File: src/rtl/t9990_layer_mixer.sv
// t9990_layer_mixer: N-layer priority compositor with frame-synchronous config shadows
// Ports: CLK/RESET (async, active high); DCLK_EN advances the 2-stage pipeline;
//        DA/DE/IN_HS/IN_VS timing; IN_LAYER packed {transparent, colour} per layer;
//        IN_BACKDROP fallback colour; CFG_PRIO/CFG_EN/CFG_BORDER latched on VS rise;
//        OUT/OUT_SRC/OUT_HS/OUT_VS delayed by exactly two enabled cycles.
module t9990_layer_mixer #(
    parameter int NUM_LAYERS = 2,
    parameter int COLOR_W    = 15,
    parameter int IDX_W      = $clog2(NUM_LAYERS + 1)
) (
    input  logic                              CLK,
    input  logic                              RESET,
    input  logic                              DCLK_EN,
    input  logic                              DA,
    input  logic                              DE,
    input  logic                              IN_HS,
    input  logic                              IN_VS,
    input  logic [NUM_LAYERS*(COLOR_W+1)-1:0] IN_LAYER,
    input  logic [COLOR_W-1:0]                IN_BACKDROP,
    input  logic [NUM_LAYERS*IDX_W-1:0]       CFG_PRIO,
    input  logic [NUM_LAYERS-1:0]             CFG_EN,
    input  logic [COLOR_W-1:0]                CFG_BORDER,
    output logic                              OUT_HS,
    output logic                              OUT_VS,
    output logic [COLOR_W:0]                  OUT,
    output logic [IDX_W-1:0]                  OUT_SRC
);
    localparam int LW = COLOR_W + 1;
    localparam logic [IDX_W-1:0] NONE = IDX_W'(NUM_LAYERS);

    function automatic logic [NUM_LAYERS*IDX_W-1:0] default_prio();
        logic [NUM_LAYERS*IDX_W-1:0] p;
        for (int r = 0; r < NUM_LAYERS; r++) p[r*IDX_W +: IDX_W] = IDX_W'(r);
        return p;
    endfunction

    localparam logic [NUM_LAYERS*IDX_W-1:0] DEF_PRIO = default_prio();

    logic [NUM_LAYERS*IDX_W-1:0] prio_q;
    logic [NUM_LAYERS-1:0]       en_q;
    logic [COLOR_W-1:0]          border_q, col_q, col_d, bd_q;
    logic                        vs_prev_q, da_q, de_q, hs1_q, vs1_q, hs2_q, vs2_q;
    logic [IDX_W-1:0]            win_q, win_d, src_q, src_d;
    logic [COLOR_W:0]            out_q, out_d;
    logic                        vs_rise;

    assign vs_rise = IN_VS && !vs_prev_q;

    // Ranks are scanned back to front so the front-most hit is the last write.
    // Out-of-range indices never equal a real layer and so drop out naturally.
    always_comb begin
        win_d = NONE;
        col_d = '0;
        for (int r = NUM_LAYERS - 1; r >= 0; r--)
            for (int l = 0; l < NUM_LAYERS; l++)
                if (prio_q[r*IDX_W +: IDX_W] == IDX_W'(l) && en_q[l] && !IN_LAYER[l*LW+COLOR_W]) begin
                    win_d = IDX_W'(l);
                    col_d = IN_LAYER[l*LW +: COLOR_W];
                end
    end

    always_comb begin
        out_d = !de_q ? {1'b1, {COLOR_W{1'b0}}} :
                !da_q ? {1'b1, border_q} :
                (win_q != NONE) ? {1'b0, col_q} : {1'b1, bd_q};
        src_d = (de_q && da_q) ? win_q : NONE;
    end

    always_ff @(posedge CLK or posedge RESET) begin
        if (RESET) begin
            prio_q    <= DEF_PRIO;
            en_q      <= '1;
            border_q  <= '0;
            vs_prev_q <= 1'b0;
            win_q     <= NONE;
            col_q     <= '0;
            bd_q      <= '0;
            da_q      <= 1'b0;
            de_q      <= 1'b0;
            hs1_q     <= 1'b0;
            vs1_q     <= 1'b0;
            out_q     <= {1'b1, {COLOR_W{1'b0}}};
            src_q     <= NONE;
            hs2_q     <= 1'b0;
            vs2_q     <= 1'b0;
        end else if (DCLK_EN) begin
            win_q     <= win_d;
            col_q     <= col_d;
            bd_q      <= IN_BACKDROP;
            da_q      <= DA;
            de_q      <= DE;
            hs1_q     <= IN_HS;
            vs1_q     <= IN_VS;
            out_q     <= out_d;
            src_q     <= src_d;
            hs2_q     <= hs1_q;
            vs2_q     <= vs1_q;
            vs_prev_q <= IN_VS;
            // Stage 1 above already used the old shadow for this pixel.
            if (vs_rise) begin
                prio_q   <= CFG_PRIO;
                en_q     <= CFG_EN;
                border_q <= CFG_BORDER;
            end
        end
    end

    assign OUT     = out_q;
    assign OUT_SRC = src_q;
    assign OUT_HS  = hs2_q;
    assign OUT_VS  = vs2_q;
endmodule

File: config.mk
export PLATFORM = sky130hd
export DESIGN_NAME = t9990_layer_mixer
export DESIGN_NICKNAME = d
export VERILOG_FILES = /design/src/rtl/t9990_layer_mixer.sv
export SDC_FILE = /design/constraint.sdc
export NUM_CORES = 1
export LEC_CHECK = 0
export CAP_MARGIN = 40
export CELL_PAD_IN_SITES_DETAIL_PLACEMENT = 0
export CELL_PAD_IN_SITES_GLOBAL_PLACEMENT = 2
export CORE_MARGIN = 3
export CORE_UTILIZATION = 32
export CTS_BUF_LIST = sky130_fd_sc_hd__clkbuf_16
export CTS_CLUSTER_DIAMETER = 40
export DETAILED_ROUTE_END_ITERATION = 10
export PLACE_DENSITY = 0.84
export SYNTH_ARGS = -nofsm -noshare
export SYNTH_HDL_FRONTEND = slang
export SYNTH_SLANG_ARGS = --single-unit
File: constraint.sdc
create_clock -name CLK -period 3.4 [get_ports CLK]
set_input_delay 0.68 -clock CLK [delete_from_list [all_inputs] [get_ports CLK]]
set_output_delay 0.68 -clock CLK [all_outputs]
set_load 0.01 [all_outputs]
Word level (Yosys, flattened, before mapping)
Index checks and enable logic that the tools add are counted.

Logic and storage cells: 45. Bits in registers: 77.

Equal/unequal tests: 3. Muxes and demuxes: 12. Reductions and logical operators: 16.

Operators by type and width (number): 15-bit two-way mux (4); 16-bit two-way mux (3); 1-bit logical AND (10); 2-bit two-way mux (5); 2-bit by 1-bit equality test with 1-bit output (second input constant) (2); 2-bit zero test (2); 1-bit zero test (3); 2-bit != test (second input constant) (1); 2-bit AND reduction (1).

Depth between registers and ports, before layout
Gate-level depths: netlist of the first run.

Depth in word-level cells: 7. Depth in mapped cells: 6. Depth with buffers taken out: 4.

Worst setup path before layout of the first run
OpenSTA, ideal clock, no wires.

Path kind: input -> register. Start: input IN_LAYER[31]. End: register col_q[3]. Library setup time: 0.140 ns. Path slack: 1.625 ns. Required time: 3.260 ns. Arrival: 1.635 ns. Stages: 5. Path buffers: 1. Path through: nand4bb_4 -> o21ai_4 -> buf_8 -> mux2i_1 -> o22ai_2.

Longest elaborated chain between the ends: 5.

Ends and longest elaborated chain: start, declared (line 18) `input logic [NUM_LAYERS*(COLOR_W+1)-1:0] IN_LAYER,`; 1-bit zero test (*) (line 56) `if (prio_q[r*IDX_W +: IDX_W] == IDX_W'(l) && en_q[l] && !IN_LAYER[l*LW+COLOR_W]) begin`; 1-bit logical AND (line 56); 15-bit two-way mux (2 in series) (line 56); 15-bit two-way mux (*) (line 56); end signal, assigned (line 88) `col_q <= col_d;`; end, declared (line 41) `logic [COLOR_W-1:0] border_q, col_q, col_d, bd_q;`.

Mark *: on every way between the ends. The rest lies on a longest branch, timed or not. A chain may end at the register's enable or synchronous reset.

Worst setup path after layout of the first run
Start: input IN_LAYER[31]. End: register col_q[5].

Same word-level chain as after synthesis.

==> flow_metrics.py, run 1 <==
metrics = {
    "final_layout": {
        "layout_common_cells": "clkdlybuf4s50_1 (93), dfrtp_1 (71), mux2_2 (49)",
        "nNetsFinal": 433,
        "post_layout_nonfiller_instances": 499,
        "num_antenna_cells": 0,
        "layout_cell_share_with_drive_strength_beyond_1_pct": 27.5,
        "area_delta_synth_final_pct": 38.4,
        "post_layout_inst_area_sq_um": 4920,
        "layout.cells.most_common": "clkdlybuf4s50_1",
        "num-fill-cells": 979,
    },
    "yosys": {
        "syn_area_per_cell_sq_um": 13.5,
        "yosys.area_share.xor_xnor_pct": 0,
        "yosysSeqAreaShare_pct": 54.4,
        "synth_cells": 263,
        "share_of_synthesized_area_spent_on_multiplexers_pct": 27.8,
        "ys_seq_elements": 77,
        "postSynthNetCount": 338,
        "synth_warnings": 0,
        "fraction_of_the_mapped_netlist_area_in_compound_gates_pct": 8.72,
        "synthesis.area_sq_um": 3560,
        "yosys.area_share.adder_pct": 0,
        "main_combinational_cell_family_by_area_after_synthesis": "multiplexers",
        "yosysUniqueCellTypes": 24,
        "synth-simple-area-share_pct": 2.81,
    },
    "clocking": {
        "h_tree_depth": 3,
        "clock_sinks": 77,
        "cts_inserted_buffers": 9,
        "clock_path_buffers": 2,
        "clkTransAtPathRegs_ps": 60,
        "tritoncts": "yes",
        "cts_hold_repair.buffers": 0,
        "postCtsSetupBuffers": 0,
        "post_cts_resized": 0,
        "clock-root-buffer": "clkbuf_16",
        "clk_lat_worst_skew_ps": 330,
    },
    "timing": {
        "period_share_pct": 64.2,
        "grt_setup_unrepaired": "no",
        "setup_tns_ps": 0,
        "finalHoldWorstSlack_ps": 487,
        "slew_violations": 0,
        "post-route-worst-setup-slack_ps": 1220,
        "max_clock_freq_mhz": 458,
        "worst-slew-pin-transition_ps": 764,
        "final_hold_violating_endpoints": 0,
        "relSlewSlack_pct": 48.9,
        "finalClockSkew_ps": 6.68,
        "setup_violations": 0,
        "time_the_final_worst_path_needs_with_i_o_delays_and_setup_ps": 2180,
    },
    "place": {
        "count_of_buffers_inserted_at_the_top_level_ports": 94,
        "routabilityCongestion": 0.729,
        "pre_cts_ws_ps": 844,
        "placed_area_sq_um": 4630,
        "place_inst": 483,
        "dpl.hpwl_mm": 5.82,
    },
    "detailed_routing": {
        "detail_route.first_pass.iterations": 3,
        "route.antenna.remaining_nets": 0,
        "drt-wirelength-per-cell_microns": 16.4,
        "via_per_inst": 4.65,
        "drt_first_iter_violations": 48,
        "drc": 0,
        "via_total_after_detailed_routing": 2322,
        "total_wirelength_mm": 8.20,
    },
    "global_route": {
        "grt-ovfl-total": 0,
        "track_usage_pct": 13.6,
        "initial_antenna_violation_count": 0,
        "grt_max_degree": 62,
        "grt_first_pass_wirelength_mm": 13.3,
        "grt_pass1_vias": 2560,
    },
    "worst_setup_path": {
        "cp_slowest_cell": "o21ai_4",
        "worst-path-max-fanout": 16,
        "worstPathRequired_ps": 3580,
        "crit_path_start_kind": "input port",
        "worstSetupEndpointType": "register",
        "worst_path_cell_chain": "clkdlybuf4s50_1 > nand4bb_4 > o21ai_4 > mux2i_1 > o22ai_2",
        "cp.arrival_ps": 2360,
        "timing_worst_setup_path_type": "in -> reg",
        "critical_path.max_stage_delay_ps": 620,
    },
    "floorplan": {
        "core_area_sq_um": 10600,
        "design.portCount": 95,
        "initial_utilization_pct": 33.7,
        "chipHeight_microns": 111,
        "placementRows": 37,
        "die-width_microns": 111,
        "fp.dieArea_sq_um": 12400,
    },
    "job": {
        "max_cap_viol_count": 0,
    },
    "hold_path": {
        "worst_hold_path_type": "reg -> reg",
    },
    "pwr": {
        "leakage_nw": 2.06,
        "peakVddDrop_v": 0.000222,
        "pwr_density_cell_nw_per_um2": 568,
    },
    "status": {
        "outcome": "finished, final reports clean",
    },
}
-- Yosys cell counts (all sizes together) --
library cell	n	area (sq um)
nor3b	1	12.5
mux2	58	687
nand2	4	15.0
nand4bb	2	38.8
nor2	3	11.3
inv	32	120
a41oi	1	8.76
and3b	1	8.76
o21a	1	7.51
dfstp	6	158
clkbuf	3	11.3
o21ai	2	32.5
nand3b	1	7.51
a21oi	1	5.00
mux2i	30	300
nand2b	1	6.26
buf	13	93.8
dfrtp	71	1780
o22ai	32	257
-- worst max-delay path: cells and delay by family --
family / cells / cell delay (ps)
simple gates: 1 / 250
buf+inv: 1 / 420
mux: 1 / 300
compound gates: 2 / 700
-- power breakdown --
part           internal, mW  switching, mW  leakage, nW
Combinational         0.424          0.273        0.964
Sequential             1.08         0.0920        0.949
Clock                 0.564          0.369        0.143
-- worst paths after layout --
check	startpoint	endpoint	slack [ps]	cells past startpoint
setup / recovery	IN_LAYER[31]	col_q[5]	1220	5
hold / removal	OUT_SRC[1]	OUT_SRC[1]	490	2
setup reg to reg	prio_q[2]	col_q[5]	1540	4
hold reg to reg	OUT_SRC[1]	OUT_SRC[1]	490	2
max in group asynchronous	RESET	win_q[1]	2020	3
min in group asynchronous	RESET	OUT[4]	640	2
-- per-layer routing --
metal  share of wire, %  GRT usage (%)
met4                2.3           5.92
met1                 43           16.1
met3                3.6           2.34
met2                 52           24.1
met5                  0              0
-- registers in the layout (all words and copies together), names as in the netlist --
name,cells
en_q,2
win_q,2
col_q,15
border_q,15
OUT_SRC,2
OUT,16
da_q,1
hs1_q,1
OUT_VS,1
de_q,1
OUT_HS,1
bd_q,15
vs1_q,1
prio_q,4
-- per-stage QoR --
stage | power, mW | utilization, %
global placement | 1.86 | 43.5
CTS | 2.84 | 46.7
finish | 2.80 | 46.7
detailed placement | 1.90 | 43.9
global route | 2.94 | 46.7
floorplan | 1.62 | -
-- area by class of cell --
type	count	area, sq um	share of cell area (%)
clock buffers	9	225	4.57
well taps	136	170	3.46
flip-flops and latches	77	1930	39.3
clock inverters	7	67.6	1.37
repair buffers	100	1010	20.5
multi-input cells	138	1400	28.4
inverters	32	121	2.46
-- cells by family (layout without fill, tap and decap cells) --
group / Yosys count / after routing
AOI/OAI and AO/OA: 37 / 37
buffers and inverters: 48 / 148
DFF: 77 / 77
muxes: 88 / 88
and+or+nand+nor: 13 / 13
No activity file was read; power rests on OpenSTA's default activity.
==> run 2: changes to the inputs <==
==> constraint.sdc (replaced) <==
create_clock -name CLK -period 2.1 [get_ports CLK]
set_input_delay 0.42 -clock CLK [delete_from_list [all_inputs] [get_ports CLK]]
set_output_delay 0.42 -clock CLK [all_outputs]
set_load 0.01 [all_outputs]
==> flow_metrics.py, run 2 (synthesis results as in run 1) <==
metrics = {
    "worst_setup_path": {
        "worstSetupEndpointType": "output port",
        "crit_buf_inv": 1,
        "worst-path-max-fanout": 2,
        "path_delay_family": "flip-flops",
        "critical_path.reg2reg.startpoint": "win_q[1]",
        "crit_path_start": "OUT[15]",
        "critical_path.max_stage_delay_ps": 530,
        "timing_worst_setup_path_type": "reg -> out",
        "cp_slowest_cell": "dfstp_2",
        "worstPathRequired_ps": 1680,
        "crit_path_start_kind": "register",
        "worst_path_cell_chain": "clkdlybuf4s50_1",
        "cp.arrival_ps": 1380,
    },
    "floorplan": {
        "initial_utilization_pct": 33.7,
        "chipHeight_microns": 111,
        "design.portCount": 95,
        "placementRows": 37,
        "fp.dieArea_sq_um": 12400,
        "die-width_microns": 111,
        "core_area_sq_um": 10600,
    },
    "detailed_routing": {
        "total_wirelength_mm": 8.24,
        "drt_first_iter_violations": 47,
        "detail_route.first_pass.iterations": 4,
        "drc": 0,
        "route.antenna.remaining_nets": 0,
        "via_per_inst": 4.62,
        "via_total_after_detailed_routing": 2323,
        "drt-wirelength-per-cell_microns": 16.4,
    },
    "final_layout": {
        "area_delta_synth_final_pct": 40.8,
        "num_antenna_cells": 0,
        "layout_cell_share_with_drive_strength_beyond_1_pct": 28.1,
        "num-fill-cells": 981,
        "ff_latch_area_sq_um": 1930,
        "nNetsFinal": 437,
        "post_layout_inst_area_sq_um": 5010,
        "multiInputGateArea_sq_um": 1400,
        "largest_register_ff_count": 16,
        "post_layout_nonfiller_instances": 503,
        "layout_common_cells": "clkdlybuf4s50_1 (93), dfrtp_1 (71), mux2_2 (49)",
        "layout.cells.most_common": "clkdlybuf4s50_1",
    },
    "place": {
        "placed_area_sq_um": 4700,
        "count_of_buffers_inserted_at_the_top_level_ports": 94,
        "routabilityCongestion": 0.728,
        "dpl.hpwl_mm": 5.82,
        "place_inst": 487,
    },
    "clocking": {
        "postCtsSetupBuffers": 0,
        "tritoncts": "yes",
        "h_tree_depth": 3,
        "clk_lat_worst_skew_ps": 340,
        "clkTransAtPathRegs_ps": 60,
        "clock-root-buffer": "clkbuf_16",
        "clock_sinks": 77,
        "cts_inserted_buffers": 9,
        "post_cts_resized": 0,
        "cts_hold_repair.buffers": 0,
        "clock_path_buffers": 2,
    },
    "global_route": {
        "initial_antenna_violation_count": 0,
        "grt_max_degree": 78,
        "grt_pass1_vias": 2538,
        "track_usage_pct": 14.0,
        "grt_first_pass_wirelength_mm": 13.5,
        "grt-ovfl-total": 0,
    },
    "hold_path": {
        "hold_start": "DCLK_EN",
        "worst_hold_path_type": "in -> reg",
    },
    "pwr": {
        "pwr_density_cell_nw_per_um2": 931,
        "peakVddDrop_v": 0.000371,
        "leakage_nw": 2.10,
        "finalPower_mw": 4.67,
    },
    "timing": {
        "max_clock_freq_mhz": 555,
        "period_share_pct": 85.8,
        "grt_setup_unrepaired": "no",
        "relSlewSlack_pct": 72.5,
        "slew_violations": 0,
        "time_the_final_worst_path_needs_with_i_o_delays_and_setup_ps": 1800,
        "final_hold_violating_endpoints": 0,
        "finalClockSkew_ps": 10.2,
        "worst-slew-pin-transition_ps": 412,
        "finalHoldWorstSlack_ps": 473,
        "setup_violations": 0,
        "setup_tns_ps": 0,
    },
    "job": {
        "max_cap_viol_count": 0,
    },
    "status": {
        "outcome": "finished, final reports clean",
    },
}
-- run 2: final timing paths --
check	end	slack [ps]	depth (start not counted)
worst max-delay path	OUT[15]	300	1
max in group asynchronous	OUT[15]	1190	3
worst min register to register	OUT[15]	490	2
worst min-delay path	vs1_q	470	2
min in group asynchronous	bd_q[6]	550	3
worst max register to register	OUT[5]	400	5
-- run 2: metal layers --
metal	GRT usage, %	share of wire [%]
met4	6.89	2.7
met1	17.9	44
met5	0	0
met2	22.7	49
met3	2.88	3.9
-- run 2: final cells by class --
cell class / instances / share of cell area, %
flip-flops and latches: 77 / 38.6
multi-input cells: 138 / 27.9
repair buffers: 104 / 21.4
clock buffers: 9 / 4.50
well taps: 136 / 3.40
inverters: 32 / 2.47
clock inverters: 7 / 1.70
-- run 2: report_power, final --
group	internal, mW	leakage, nW	switching, mW
combinational	0.703	0.993	0.466
clock	1.03	0.158	0.584
sequential	1.75	0.949	0.139
total	3.48	2.10	1.19
-- run 2: stage by stage --
step	worst slack (ps)	utilization [%]
final	298	47.5
after global routing	260	47.5
after CTS	278	47.5
after detailed placement	130	44.5
after global placement	219	44.5
after floorplan	561	-
==> run 3: changes to the inputs <==
--- a/config.mk
+++ b/config.mk
@@ -14,6 +14,7 @@
 export CTS_CLUSTER_DIAMETER = 40
 export DETAILED_ROUTE_END_ITERATION = 10
 export PLACE_DENSITY = 0.84
+export REMOVE_ABC_BUFFERS = 1
 export SYNTH_ARGS = -nofsm -noshare
 export SYNTH_HDL_FRONTEND = slang
 export SYNTH_SLANG_ARGS = --single-unit
==> flow_metrics.py, run 3 (synthesis results as in run 1) <==
metrics = {
    "status": {
        "outcome": "finished, final reports clean",
    },
    "final_layout": {
        "post_layout_nonfiller_instances": 509,
        "layout_cell_share_with_drive_strength_beyond_1_pct": 29.2,
        "area_delta_synth_final_pct": 41.2,
        "layout_common_cells": "clkdlybuf4s50_1 (93), dfrtp_1 (71), mux2_2 (49)",
        "nNetsFinal": 443,
        "layout.cells.most_common": "clkdlybuf4s50_1",
        "num-fill-cells": 992,
        "largest_register_ff_count": 16,
        "post_layout_inst_area_sq_um": 5020,
        "num_antenna_cells": 0,
    },
    "detailed_routing": {
        "via_per_inst": 4.64,
        "drt_first_iter_violations": 56,
        "route.antenna.remaining_nets": 0,
        "drt-wirelength-per-cell_microns": 16.4,
        "via_total_after_detailed_routing": 2362,
        "drc": 0,
        "detail_route.first_pass.iterations": 4,
        "total_wirelength_mm": 8.33,
    },
    "clocking": {
        "cts_hold_repair.buffers": 0,
        "clkTransAtPathRegs_ps": 60,
        "clock_sinks": 77,
        "tritoncts": "yes",
        "clock_path_buffers": 2,
        "post_cts_resized": 0,
        "clock-root-buffer": "clkbuf_16",
        "clk_lat_worst_skew_ps": 330,
        "cts_inserted_buffers": 9,
        "h_tree_depth": 3,
        "postCtsSetupBuffers": 0,
    },
    "pwr": {
        "peakVddDrop_v": 0.000388,
        "leakage_nw": 2.11,
        "pwr_density_cell_nw_per_um2": 930,
    },
    "timing": {
        "relSlewSlack_pct": 71.6,
        "finalClockSkew_ps": 7.31,
        "max_clock_freq_mhz": 556,
        "worst-slew-pin-transition_ps": 426,
        "final_hold_violating_endpoints": 0,
        "time_the_final_worst_path_needs_with_i_o_delays_and_setup_ps": 1800,
        "slew_violations": 0,
        "setup_violations": 0,
        "period_share_pct": 85.6,
        "grt_setup_unrepaired": "no",
    },
    "global_route": {
        "grt-ovfl-total": 0,
        "grt_pass1_vias": 2540,
        "track_usage_pct": 13.6,
        "grt_max_degree": 78,
        "initial_antenna_violation_count": 0,
        "grt_first_pass_wirelength_mm": 13.4,
    },
    "worst_setup_path": {
        "r2r-end": "col_q[10]",
        "reg2reg_depth": 5,
        "crit_path_start_kind": "register",
        "worst-path-max-fanout": 2,
        "crit_buf_inv": 1,
        "cp.arrival_ps": 1380,
        "critical_path.reg2reg.startpoint": "prio_q[2]",
        "worstPathRequired_ps": 1680,
        "critical_path.max_stage_delay_ps": 530,
        "rrSetupSlack_ps": 580,
        "crit_path_start": "OUT_SRC[1]",
        "worst_path_cell_chain": "clkdlybuf4s50_1",
        "worst_setup_path_endpoint": "OUT_SRC[1]",
        "worstSetupEndpointType": "output port",
        "path_delay_family": "flip-flops",
        "cp_slowest_cell": "dfstp_2",
        "timing_worst_setup_path_type": "reg -> out",
        "critical_path_cell_count": 1,
    },
    "place": {
        "routabilityCongestion": 0.735,
        "dpl.hpwl_mm": 5.90,
        "place_inst": 493,
        "count_of_buffers_inserted_at_the_top_level_ports": 94,
        "placed_area_sq_um": 4700,
    },
    "floorplan": {
        "design.portCount": 95,
        "core_area_sq_um": 10600,
        "fp.dieArea_sq_um": 12400,
        "chipHeight_microns": 111,
        "die-width_microns": 111,
        "initial_utilization_pct": 33.7,
        "placementRows": 37,
    },
    "job": {
        "max_cap_viol_count": 0,
    },
    "hold_path": {
        "hold-path-cell-count": 2,
        "worst_hold_path_type": "reg -> reg",
    },
}
run 3: area by class of cell:
class,count,area [sq um],share of cell area [%]
timing repair buffer,110,1080,21.5
sequential,77,1930,38.5
multi-input combinational,138,1400,27.8
clock buffer,9,225,4.49
inverter,32,121,2.42
clock inverter,7,91.3,1.82
tap,136,170,3.39
run 3: through the flow:
stage / power [mW] / worst slack [ps] / hold slack, ps / setup TNS [ps] / utilization, %
after floorplan: 2.56 / -277 / 470 / -19650 / -
after global placement: 3.05 / 236 / 484 / 0 / 44.6
after detailed placement: 3.08 / 184 / 482 / 0 / 44.6
after CTS: 4.75 / 279 / 496 / 0 / 47.6
after global routing: 4.92 / 261 / 519 / 0 / 47.6
final: 4.67 / 302 / 499 / 0 / 47.6
run 3: power breakdown:
part,leakage [nW],total (mW),internal (mW),switching (mW)
logic,1.01,1.15,0.696,0.450
registers,0.949,1.89,1.75,0.143
clock network,0.150,1.64,1.03,0.603
run 3: worst min-delay path by stage:
stage / startpoint / to / slack [ps]
after floorplan: de_q / OUT[15] / 470
after global placement: hs1_q / OUT_HS / 480
after detailed placement: OUT[15] / OUT[15] / 480
after CTS: OUT[15] / OUT[15] / 500
after global routing: border_q[5] / border_q[5] / 520
final: OUT[15] / OUT[15] / 500
run 3: per-layer routing:
| metal | vias up | share of wire, % | GRT usage [%] |
|---|---|---|---|
| li1 | 1137 | - | - |
| met1 | 1149 | 44 | 17.3 |
| met2 | 70 | 50 | 22.8 |
| met3 | 6 | 5.6 | 4.18 |
| met4 | 0 | 0.55 | 3.41 |
| met5 | - | 0 | 0 |
